$ cat config.mk
export PLATFORM = sky130hd
export DESIGN_NAME = mem_dump_reader
export DESIGN_NICKNAME = d
export VERILOG_FILES = /design/src/rtl/riscv_mem_pkg.sv /design/src/rtl/dump_fifo2.sv /design/src/rtl/mem_dump_reader.sv
export SDC_FILE = /design/constraint.sdc
export NUM_CORES = 1
export LEC_CHECK = 0
export ABC_CLOCK_PERIOD_IN_PS = 3200
export BUFFER_PORTS_ARGS = -buffer_cell sky130_fd_sc_hd__buf_4
export CAP_MARGIN = 0
export CORE_UTILIZATION = 40
export DETAILED_ROUTE_END_ITERATION = 12
export HOLD_SLACK_MARGIN = 0.15
export RECOVER_POWER = 50
export REMOVE_ABC_BUFFERS = 1
export SLEW_MARGIN = 5
export SYNTH_ARGS = -nofsm -noshare
export SYNTH_HDL_FRONTEND = slang
export SYNTH_SLANG_ARGS = --single-unit
$ cat constraint.sdc
create_clock -name clk -period 3.2 [get_ports clk]
set_input_delay 0 -clock clk [delete_from_list [all_inputs] [get_ports clk]]
set_output_delay 0 -clock clk [all_outputs]
set_load 0.1 [all_outputs]
$ cat src/rtl/riscv_mem_pkg.sv
// Shared memory-side definitions for the core's load and readback paths.
//   WORD_BYTES   : byte stride between consecutive memory words
//   *_W_DEF      : default widths matching the we0/wr_addr0/wr_din0 load port
//   dump_state_t : readback engine FSM states
package riscv_mem_pkg;

    localparam int unsigned WORD_BYTES = 4;
    localparam int unsigned ADDR_W_DEF = 9;
    localparam int unsigned DATA_W_DEF = 32;
    localparam int unsigned CNT_W_DEF  = 8;

    typedef enum logic [1:0] {
        ST_IDLE   = 2'd0,
        ST_RUN    = 2'd1,
        ST_FINISH = 2'd2
    } dump_state_t;

endpackage

$ cat src/rtl/dump_fifo2.sv
// Two-entry FIFO of {addr, data} pairs feeding the dump output stream.
//   clk, reset          : clock, synchronous active-high reset
//   push, push_addr/data : write one pair
//   pop                 : drop the head pair (caller only pops when valid)
//   count               : current occupancy (0..2)
//   head_valid/addr/data : oldest stored pair
module dump_fifo2 #(
    parameter int unsigned ADDR_W = 9,
    parameter int unsigned DATA_W = 32
) (
    input  logic              clk,
    input  logic              reset,
    input  logic              push,
    input  logic [ADDR_W-1:0] push_addr,
    input  logic [DATA_W-1:0] push_data,
    input  logic              pop,
    output logic [1:0]        count,
    output logic              head_valid,
    output logic [ADDR_W-1:0] head_addr,
    output logic [DATA_W-1:0] head_data
);

    logic [ADDR_W-1:0] addr_q [2];
    logic [DATA_W-1:0] data_q [2];
    logic              wr_ptr_q;
    logic              rd_ptr_q;
    logic [1:0]        count_q;

    // Storage and pointers; simultaneous push and pop leave count unchanged.
    always_ff @(posedge clk) begin
        if (reset) begin
            addr_q[0] <= '0;
            addr_q[1] <= '0;
            data_q[0] <= '0;
            data_q[1] <= '0;
            wr_ptr_q  <= 1'b0;
            rd_ptr_q  <= 1'b0;
            count_q   <= 2'd0;
        end else begin
            if (push) begin
                addr_q[wr_ptr_q] <= push_addr;
                data_q[wr_ptr_q] <= push_data;
                wr_ptr_q         <= ~wr_ptr_q;
            end
            if (pop) begin
                rd_ptr_q <= ~rd_ptr_q;
            end
            count_q <= count_q + 2'(push) - 2'(pop);
        end
    end

    assign count      = count_q;
    assign head_valid = (count_q != 2'd0);
    assign head_addr  = addr_q[rd_ptr_q];
    assign head_data  = data_q[rd_ptr_q];

endmodule

$ cat src/rtl/mem_dump_reader.sv
// Post-run memory readback engine: walks word_count words from base_addr
// through a 1-cycle-latency read port and streams {addr, data} beats.
//   clk, reset               : clock, synchronous active-high reset
//   start, base_addr, word_count : dump request, sampled only in IDLE
//   busy, done               : engine active / one-cycle completion pulse
//   rd_en, rd_addr, rd_data  : memory read port (data one cycle after rd_en)
//   out_valid/ready/data/addr/last : output stream
module mem_dump_reader
    import riscv_mem_pkg::*;
#(
    parameter int unsigned ADDR_W = ADDR_W_DEF,
    parameter int unsigned DATA_W = DATA_W_DEF,
    parameter int unsigned CNT_W  = CNT_W_DEF
) (
    input  logic              clk,
    input  logic              reset,
    input  logic              start,
    input  logic [ADDR_W-1:0] base_addr,
    input  logic [CNT_W-1:0]  word_count,
    output logic              busy,
    output logic              done,
    output logic              rd_en,
    output logic [ADDR_W-1:0] rd_addr,
    input  logic [DATA_W-1:0] rd_data,
    output logic              out_valid,
    input  logic              out_ready,
    output logic [DATA_W-1:0] out_data,
    output logic [ADDR_W-1:0] out_addr,
    output logic              out_last
);

    dump_state_t       state_q, state_d;
    logic [ADDR_W-1:0] addr_q, addr_d;
    logic [CNT_W-1:0]  issue_left_q, issue_left_d;
    logic [CNT_W-1:0]  pop_left_q, pop_left_d;
    logic              inflight_q;
    logic [ADDR_W-1:0] req_addr_q;

    logic [1:0]        fifo_count;
    logic              pop;
    logic [2:0]        credit_used;

    assign pop = out_valid && out_ready;

    // Slots committed after this cycle; a same-cycle pop frees its slot.
    assign credit_used = 3'(inflight_q) + 3'(fifo_count) - 3'(pop);

    // State and counter registers.
    always_ff @(posedge clk) begin
        if (reset) begin
            state_q      <= ST_IDLE;
            addr_q       <= '0;
            issue_left_q <= '0;
            pop_left_q   <= '0;
            inflight_q   <= 1'b0;
            req_addr_q   <= '0;
        end else begin
            state_q      <= state_d;
            addr_q       <= addr_d;
            issue_left_q <= issue_left_d;
            pop_left_q   <= pop_left_d;
            inflight_q   <= rd_en;
            if (rd_en) begin
                req_addr_q <= addr_q;
            end
        end
    end

    // Next-state, read issue and counter updates.
    always_comb begin
        state_d      = state_q;
        addr_d       = addr_q;
        issue_left_d = issue_left_q;
        pop_left_d   = pop_left_q;
        rd_en        = 1'b0;

        case (state_q)
            ST_IDLE: begin
                if (start) begin
                    state_d      = ST_RUN;
                    addr_d       = {base_addr[ADDR_W-1:2], 2'b00};
                    issue_left_d = word_count;
                    pop_left_d   = word_count;
                end
            end
            ST_RUN: begin
                if ((issue_left_q != '0) && (credit_used < 3'd2)) begin
                    rd_en        = 1'b1;
                    addr_d       = addr_q + ADDR_W'(WORD_BYTES);
                    issue_left_d = issue_left_q - CNT_W'(1);
                end
                if (pop) begin
                    pop_left_d = pop_left_q - CNT_W'(1);
                end
                if ((issue_left_q == '0) &&
                    ((pop_left_q == '0) || ((pop_left_q == CNT_W'(1)) && pop))) begin
                    state_d = ST_FINISH;
                end
            end
            ST_FINISH: begin
                state_d = ST_IDLE;
            end
            default: begin
                state_d = ST_IDLE;
            end
        endcase
    end

    // Returned read data is captured the cycle after issue, tagged with its address.
    dump_fifo2 #(
        .ADDR_W (ADDR_W),
        .DATA_W (DATA_W)
    ) u_fifo (
        .clk        (clk),
        .reset      (reset),
        .push       (inflight_q),
        .push_addr  (req_addr_q),
        .push_data  (rd_data),
        .pop        (pop),
        .count      (fifo_count),
        .head_valid (out_valid),
        .head_addr  (out_addr),
        .head_data  (out_data)
    );

    assign rd_addr  = addr_q;
    assign busy     = (state_q != ST_IDLE);
    assign done     = (state_q == ST_FINISH);
    assign out_last = out_valid && (pop_left_q == CNT_W'(1));

endmodule
== Yosys cells after proc, flatten, opt, wreduce, memory -nomap -nowiden ==
Memory sizes are Yosys's and may differ from the RTL's. A register that Yosys moved wholly into a read port is not among the register bits.
Cells that the tools add are included.
Storage, ports and cells
  word-level logic and storage cells: 74
  flip-flop bits (word level): 41
  output and inout bits: 55
  memories: 2
  RAM bits: 82
Memories
  u_fifo.data_q: depth 2, bits a word 32, read ports 1, clocked after memory_dff 1, wr ports 2, RTL line dump_fifo2.sv:24  | logic [DATA_W-1:0] data_q [2];
  u_fifo.addr_q: depth 2, bits a word 9, read ports 1, clocked after memory_dff 1, wr ports 2, RTL line dump_fifo2.sv:23  | logic [ADDR_W-1:0] addr_q [2];
Cells by class
  equality and inequality tests: 7
  add/subtract/negate cells: 7
  mux-type cells: 28
  reduce and logical (&&, ||, !) cells: 18
  order comparisons: 1
  bitwise operators: 2
Operators by type and width (count)
  32-bit 2-to-1 mux: 1
  8-bit case mux with 2 select lines: 2
  32-bit OR reduction: 1
  9-bit 2-to-1 mux: 3
  8-bit 2-to-1 mux: 3
  9-bit case mux with 2 select lines: 1
  8-bit logical NOT: 2
  8-bit by 1-bit subtractor with 8-bit output, second input constant: 2
  1-bit 2-to-1 mux: 15
  9-bit by 3-bit adder with 9-bit output, second input constant: 1
  9-bit OR reduction: 1
  8-bit by 1-bit == test with 1-bit output, second input constant: 1
  2-bit != test, second input constant: 4
  8-bit nonzero test: 1
  3-bit AND reduction: 2
  2-bit nonzero test: 3
  1-bit logical AND: 5
  2-bit 2-to-1 mux: 2
  2-bit case mux with 2 select lines: 1
  1-bit by 2-bit adder with 3-bit output: 1
  3-bit by 2-bit < comparator with 1-bit output, second input constant: 1
  3-bit by 1-bit subtractor with 3-bit output: 1
  2-bit by 1-bit adder with 2-bit output: 1
  2-bit by 1-bit == test with 1-bit output, second input constant: 1
  6 further kinds: 7

== Longest topological paths before layout ==
Gate-level depths: netlist of run 1.
  depth in word-level cells: 7
  depth in mapped cells: 11

== By module ==
A second synthesis of run 1 with hierarchy kept.
Unflattened totals
  cell total of the unflattened synthesis: 525
  area, all modules: 5943.2 um^2
By module, submodules not included
  dump_fifo2: area an instance 4066.4 um^2, sequential area each 2562.5 um^2, cells each 287, times used 1
  mem_dump_reader: area an instance 1876.8 um^2, sequential area each 660.6 um^2, cells each 238, times used 1

== Worst setup path after synthesis of run 1 ==
No wires, ideal clock.
  path kind: register to register
  start: register u_fifo.count_q[0], in the netlist u_fifo.count[0]
  end: register addr_q[3], in the netlist rd_addr[3]
  period minus slack after synthesis: 2.509 ns
  setup time: 0.088 ns
  slack: 0.691 ns
  cell stages (with the launch flop): 12
  buffers on the path: 1
  arrival: 2.421 ns
  cell sequence: dfxtp_1 -> inv_1 -> nand3_1 -> o21ai_0 -> ha_1 -> fa_1 -> xnor2_1 -> a2111o_1 -> inv_2 -> buf_4 -> nor3_1 -> a311oi_2
Between the ends
  cells in the longest elaborated chain, start to end: 7
  elaborated cells between the ends (all ways): 8
Ends and longest elaborated chain
  start, declared: RTL line dump_fifo2.sv:27  | logic [1:0] count_q;
  start signal, assigned: RTL line dump_fifo2.sv:48  | count_q <= count_q + 2'(push) - 2'(pop);
  parallel branches: the longest is 2 deep, another holds 1-bit by 2-bit adder with 3-bit output
  3-bit by 1-bit subtractor with 3-bit output *: RTL line mem_dump_reader.sv:46  | assign credit_used = 3'(inflight_q) + 3'(fifo_count) - 3'(pop);
  3-bit by 2-bit < comparator with 1-bit output *: RTL line mem_dump_reader.sv:87  | if ((issue_left_q != '0) && (credit_used < 3'd2)) begin
  1-bit logical AND *: RTL line mem_dump_reader.sv:87
  2-bit != test (no source line) *
  3-bit AND reduction (no source line) *
  end signal, assigned: RTL line mem_dump_reader.sv:59  | addr_q <= addr_d;
  end, declared: RTL line mem_dump_reader.sv:33  | logic [ADDR_W-1:0] addr_q, addr_d;
Mark *: on every way between the ends.
A chain may end at the register's enable or synchronous reset.

== Final worst setup path of run 1 ==
  start: register u_fifo.count_q[0], in the netlist u_fifo.count[0]
  end: register issue_left_q[0]
Between the ends
  cells in the longest elaborated chain, start to end: 7
  elaborated cells between the ends (all ways): 8
Ends and longest elaborated chain
  parallel branches: the longest is 2 deep, another holds 1-bit by 2-bit adder with 3-bit output
  3-bit by 1-bit subtractor with 3-bit output *: RTL line mem_dump_reader.sv:46
  3-bit by 2-bit < comparator with 1-bit output *: RTL line mem_dump_reader.sv:87
  1-bit logical AND *: RTL line mem_dump_reader.sv:87
  2-bit != test (no source line) *
  3-bit AND reduction (no source line) *
  end signal, assigned: RTL line mem_dump_reader.sv:60  | issue_left_q <= issue_left_d;
  end, declared: RTL line mem_dump_reader.sv:34  | logic [CNT_W-1:0] issue_left_q, issue_left_d;
Marked as above.

==> flow_summary.yaml, run 1 <==
layout:
  areaGrowthSynthToFinish_pct: 36.2
  final_net_count: 693
  diodes: 0
  drive_gt1_share_pct: 27.9
  most-common-layout-cells: "buf_4, edfxtp_1, and2_1"
  final_common_cell: "buf_4"
  layout.cells.non_filler: 821
drt:
  vias: 4196
  drc_errors: 0
  routedWlPerCell_um: 15.3
  drt_first_pass_iters: 5
  ant_nets: 0
  drt_iter0_drc: 346
  wl_um: 12500
  via_per_inst: 5.11
setup_path:
  timing.rr.end: "issue_left_q[0]"
  worstSetupStartpointType: "flop"
  r2r_cells: 11
  rrSetupSlack_ps: 130
  worstReg2RegStart: "u_fifo.count[0]"
  cp_max_fo: 13
  path_class: "flop to flop"
  startpoint: "u_fifo.count[0]"
  worstSetupEndpoint: "issue_left_q[0]"
  arrival_ps: 3420
  critPathRequiredTime_ps: 3550
  crit_path_end_kind: "flop"
timing:
  skew_ps: 5.97
  fmax_ghz: 0.326
  tightest_slew_ps: 1690
  setup_ws_ps: 131
  tns_ps: 0
  slew_viol_final: 40
  hold_viol: 0
  relSlewSlack_pct: -12.4
  rsz0062_at_grt: "no"
  post-route-period-util_pct: 95.9
  fin_crit_ps: 3070
  setup_viol: 0
floorplan:
  io_pins: 108
  rows: 42
  fp.dieArea_mm2: 0.0142
  die_w_um: 119
  coreArea_mm2: 0.0133
  start_util_pct: 41.3
  die_h_um: 119
place:
  hpwl_um: 7630
  dpl.cell_count: 734
  dpl_worst_slack_ps: 332
  gp_congestion: 0.786
  port_buffers: 101
synth:
  synthCells: 481
  ys_seq_area_share_pct: 56.3
  yosys_register_bits: 116
  yosys_warnings: 0
  synth-edff-count: 78
  synth_ff_type: "edfxtp_1"
  syn_area_per_cell_um2: 11.5
  syn_area_mm2: 0.00551
  ys_async_sr_fraction_pct: 0
  synthDistinctLibCells: 50
global_route:
  grt_max_degree: 40
  antenna_found_initial: 0
  grt_pass1_wl_um: 20200
  overflow: 0
  grt_pass1_vias: 4180
  track_usage_pct: 18.3
clock_tree:
  clkTransAtPathRegs_ps: 50
  post-cts-setup-buffer-count: 0
  cts_buffers: 17
  cts-root-buf: "clkbuf_16"
  cts_num_sinks: 116
  clkLatencyLatePin_ps: 410
  cts_tree: "built"
  h-tree-depth: 4
  cts_buffer_depth: 2
power:
  peakVddDrop_mv: 0.480
  p_per_area_mw_per_mm2: 759
  power_leakage_nw: 2.98
run_status:
  failed_checks: "capacitance limit, slew limit"
  status: "finished, violations left"
run:
  cap_violations: 1
min_path:
  hold_class: "primary input to flop"
==> stage by stage <==
stage / total power, W / utilization (%) / hold WS [ps] / cell area [um2]
2_1_floorplan: 0.00335 / - / 67.9 / 5370
3_3_place_gp: 0.00377 / 47.9 / 284 / 6390
3_5_place_dp: 0.00379 / 47.9 / 289 / 6390
4_1_cts: 0.00574 / 56.5 / 403 / 7540
5_1_grt: 0.00592 / 56.2 / 412 / 7500
6_report: 0.00570 / 56.2 / 418 / 7500
==> flip-flops by register name (all words and copies together), names as in the netlist, 2 cells and up, named ones only <==
| signal | cells |
|---|---|
| pop_left_q | 8 |
| u_fifo.addr_q | 14 |
| rd_addr | 7 |
| u_fifo.count | 2 |
| u_fifo.data_q | 64 |
| req_addr_q | 7 |
| state_q | 2 |
| issue_left_q | 8 |
==> area by class of cell <==
type / count / area (um2)
Fill cell: 1210 / 5850
Sequential cell: 116 / 3100
Multi-Input combinational cell: 321 / 2220
Timing Repair Buffer: 161 / 1300
Clock buffer: 23 / 498
Tap cell: 176 / 220
Clock inverter: 9 / 100
Inverter: 15 / 58.8
==> worst max-delay path, cell delays in order (launching register included) <==
cell           delay [ps]
dfxtp_1               360
inv_1                  80
nand3_1               130
o21ai_0               120
ha_1                  200
fa_1                  390
xnor2_1               140
a2111o_1              450
inv_4                 160
o22ai_1               100
a221oi_1              310
dlygate4sd3_1         600
==> synth_stat cells (3+ instances only) <==
library cell / number / area share [%]
dfxtp_1: 38 / 14
a31oi_1: 4 / 0.45
o32ai_1: 3 / 0.48
a21o_1: 3 / 0.41
o22ai_1: 3 / 0.34
nor2_1: 21 / 1.4
a41oi_1: 3 / 0.48
clkbuf_1: 22 / 1.5
nor2b_1: 5 / 0.57
buf_2: 3 / 0.27
a21oi_1: 32 / 2.9
nor4_1: 3 / 0.34
a211oi_1: 3 / 0.41
nand3_1: 5 / 0.45
nand2_1: 35 / 2.4
o32ai_2: 8 / 2.4
a22oi_1: 3 / 0.41
nor3b_1: 3 / 0.41
and3_1: 6 / 0.68
and2_1: 83 / 9.4
o21ai_0: 15 / 1.4
ha_1: 7 / 1.6
buf_4: 5 / 0.68
nand2b_1: 3 / 0.34
inv_1: 14 / 0.95
mux2_2: 39 / 8.0
nor3_1: 7 / 0.64
edfxtp_1: 78 / 43
==> where the power goes <==
part,switching (W),internal (W)
combinational,0.00137,0.000531
clock,0.000639,0.00124
sequential,0.000130,0.00179
total,0.00214,0.00356
==> cells by family after synthesis <==
kind of cell             synth area share, %
AND/OR/NAND/NOR                         18.0
AO/OA/AOI/OAI                           11.4
adder cells (fa/ha/maj)                 1.95
flip-flops                              56.3
other                                 0.0681
multiplexers                            7.97
buffers and inverters                   3.75
XOR/XNOR                               0.477
==> how the worst min path moves through the flow <==
stage	start	end	slack (ps)	depth (start not counted)
2_1_floorplan	reset	rd_addr[3]	70	1
3_3_place_gp	rd_data[14]	u_fifo.data_q[0][14]	280	2
3_5_place_dp	rd_data[14]	u_fifo.data_q[0][14]	290	2
4_1_cts	rd_data[12]	u_fifo.data_q[0][12]	400	3
5_1_grt	rd_data[22]	u_fifo.data_q[0][22]	410	3
6_report	rd_data[22]	u_fifo.data_q[0][22]	420	3
==> what timing repair did <==
item / in CTS / in global routing
endpoints found under the hold margin: 102 / 0
gates resized for setup: 0 / 3
endpoints found under the setup margin: 0 / 2
hold buffers: 55 / 0
==> per-layer routing <==
| layer | up-vias | global-route usage [%] | share of wire [%] |
|---|---|---|---|
| met1 | 2012 | 22.4 | 43 |
| met2 | 139 | 31.0 | 49 |
| met5 | - | 0 | 0 |
| li1 | 2019 | - | - |
| met3 | 26 | 4.17 | 5.8 |
| met4 | 0 | 7.89 | 2.1 |
Note: power is estimated with default switching activity, not from simulation.
==> run 2, diff against run 1 <==
- ABC_CLOCK_PERIOD_IN_PS: 3200 -> 3100
- clock period: 3.2 -> 3.1 ns (I/O delays scaled with it)
==> run 2 against run 1 <==
The flow still finishes with violations (capacitance limit, slew limit); sequential power up 3%; core utilization is 0.21 points lower; global-route usage is 0.43 points higher; wire length is 0.89% higher; final cell count decreased by 0.24%; sequential cell count stayed put; sequential share of layout area is 0.15 points higher; total power is 3.8% higher; clock-buffer cell count fell by 5; die area is the same; hold slack hardly changed; largest power group unchanged; setup slack better by 71 ps.
==> flow_summary.yaml, run 2 (synthesis gave the netlist of run 1 again) <==
run_status:
  status: "finished, violations left"
  failed_checks: "capacitance limit, slew limit"
timing:
  fin_crit_ps: 2900
  rsz0062_at_grt: "no"
  setup_viol: 0
  tns_ps: 0
  slew_viol_final: 40
  tightest_slew_ps: 1750
  fmax_ghz: 0.345
  post-route-period-util_pct: 93.5
  skew_ps: 3.47
  hold_viol: 0
  hold_ws_ps: 419
  relSlewSlack_pct: -16.6
setup_path:
  cp_top_family: "buffers and inverters"
  worstReg2RegStart: "u_fifo.count[0]"
  arrival_ps: 3190
  path_cells: "inv_1 -> nand3_1 -> o21ai_0 -> ha_1 -> fa_1 -> xnor2_1 -> a2111o_1 -> buf_6 -> nand2_2 -> a311oi_2 -> dlygate4sd3_1"
  cp_max_fo: 21
  crit_path_end_kind: "flop"
  cpPeakStageDelay_ps: 580
  worstSetupStartpointType: "flop"
  r2r_cells: 11
  slowest_stage: "dlygate4sd3_1"
  path_class: "flop to flop"
  rrSetupSlack_ps: 200
  critPathRequiredTime_ps: 3390
  crit_buf_inv: 3
  timing.rr.end: "rd_addr[3]"
floorplan:
  start_util_pct: 41.3
  coreArea_mm2: 0.0133
  io_pins: 108
  die_h_um: 119
  die_w_um: 119
  fp.dieArea_mm2: 0.0142
  rows: 42
global_route:
  antenna_found_initial: 0
  grt_pass1_vias: 4193
  track_usage_pct: 18.7
  grt_max_degree: 40
  grt_pass1_wl_um: 20700
  overflow: 0
power:
  power_leakage_nw: 2.96
  peakVddDrop_mv: 0.399
  p_per_area_mw_per_mm2: 791
  power.total_w: 0.00592
layout:
  most-common-layout-cells: "buf_4, edfxtp_1, and2_1"
  diodes: 0
  drive_gt1_share_pct: 27.2
  areaGrowthSynthToFinish_pct: 35.7
  final_common_cell: "buf_4"
  reg_top3: "u_fifo.data_q: 64 flops, u_fifo.addr_q: 14 flops"
  fin_area_mm2: 0.00747
  final_net_count: 691
  largest_reg_flops: 64
  top_register: "u_fifo.data_q"
clock_tree:
  clkLatencyLatePin_ps: 410
  cts_buffers: 17
  cts_num_sinks: 116
  cts_tree: "built"
  cts_buffer_depth: 2
  cts-root-buf: "clkbuf_16"
  clkTransAtPathRegs_ps: 50
  h-tree-depth: 4
drt:
  routedWlPerCell_um: 15.5
  ant_nets: 0
  via_per_inst: 5.15
  drt_first_pass_iters: 5
  vias: 4215
  wl_um: 12700
  drc_errors: 0
  drt_iter0_drc: 289
min_path:
  hold_class: "primary input to flop"
  hold-path-endpoint: "u_fifo.data_q[1][15]"
  hp-start: "rd_data[15]"
  hold_depth: 3
place:
  gp_congestion: 0.807
  place_area_mm2: 0.00639
  port_buffers: 101
  hpwl_um: 7510
run:
  cap_violations: 1
## run 2: changes by cell type in the layout (fill, tap and decap cells not counted), moves of 2 or more
| cell | change |
|---|---|
| and2_1 | -3 |
| bufinv_16 | +2 |
| clkbuf_8 | -5 |
| dlygate4sd3_1 | -2 |
| and2_0 | +3 |
| clkinv_1 | +5 |
## run 2: per-layer routing
metal	vias to the layer above	global-route usage (%)	part of all wire [%]
met5	-	0	0
met4	0	6.80	1.7
met3	22	4.98	5.2
met2	134	31.5	49
met1	2041	23.0	45
li1	2018	-	-
## run 2: metrics by stage
stage          worst slack (ps)  utilization [%]  std cells
6_report                    202             56.0        819
5_1_grt                    36.2             56.0        819
4_1_cts                     153             56.3        819
3_5_place_dp                245             47.9        734
3_3_place_gp                321             47.9        734
2_1_floorplan              4.14                -        452
## run 2: how the worst max path moves through the flow
stage | start | end | slack (ps) | cells past startpoint
after floorplan | u_fifo.count[0] | rd_addr[8] | 4 | 10
after global placement | u_fifo.count[0] | rd_addr[8] | 320 | 10
after detailed placement | u_fifo.count[0] | issue_left_q[3] | 250 | 10
after CTS | u_fifo.count[0] | rd_addr[3] | 150 | 11
after global routing | u_fifo.count[0] | rd_addr[3] | 40 | 11
final | u_fifo.count[0] | rd_addr[3] | 200 | 11
## run 2: worst reg2reg max path, stage by stage (launching register included)
cell	delay, ps
dfxtp_1	350
inv_1	60
nand3_1	100
o21ai_0	100
ha_1	200
fa_1	380
xnor2_1	140
a2111o_1	450
buf_6	200
nand2_2	110
a311oi_2	100
dlygate4sd3_1	580
## run 2: timing repair
item / CTS / global route
hold buffers: 53 / 0
hold endpoints to repair: 102 / 0
buffers inserted: 0 / 0
endpoints found under the setup margin: 0 / 6
gates resized for setup: 0 / 4
## run 2: where the power goes
group          switching, W  internal [W]  total (W)
Combinational       0.00142      0.000539    0.00196
Sequential         0.000135       0.00184    0.00198
Clock              0.000660       0.00132    0.00198
## run 2: final cells by class
type	instances	area [um2]
well taps	176	220
repair buffers	159	1280
multi-input cells	321	2220
clock buffers	18	429
flip-flops and latches	116	3100
clock inverters	14	166
inverters	15	58.8
fillers	1159	5870
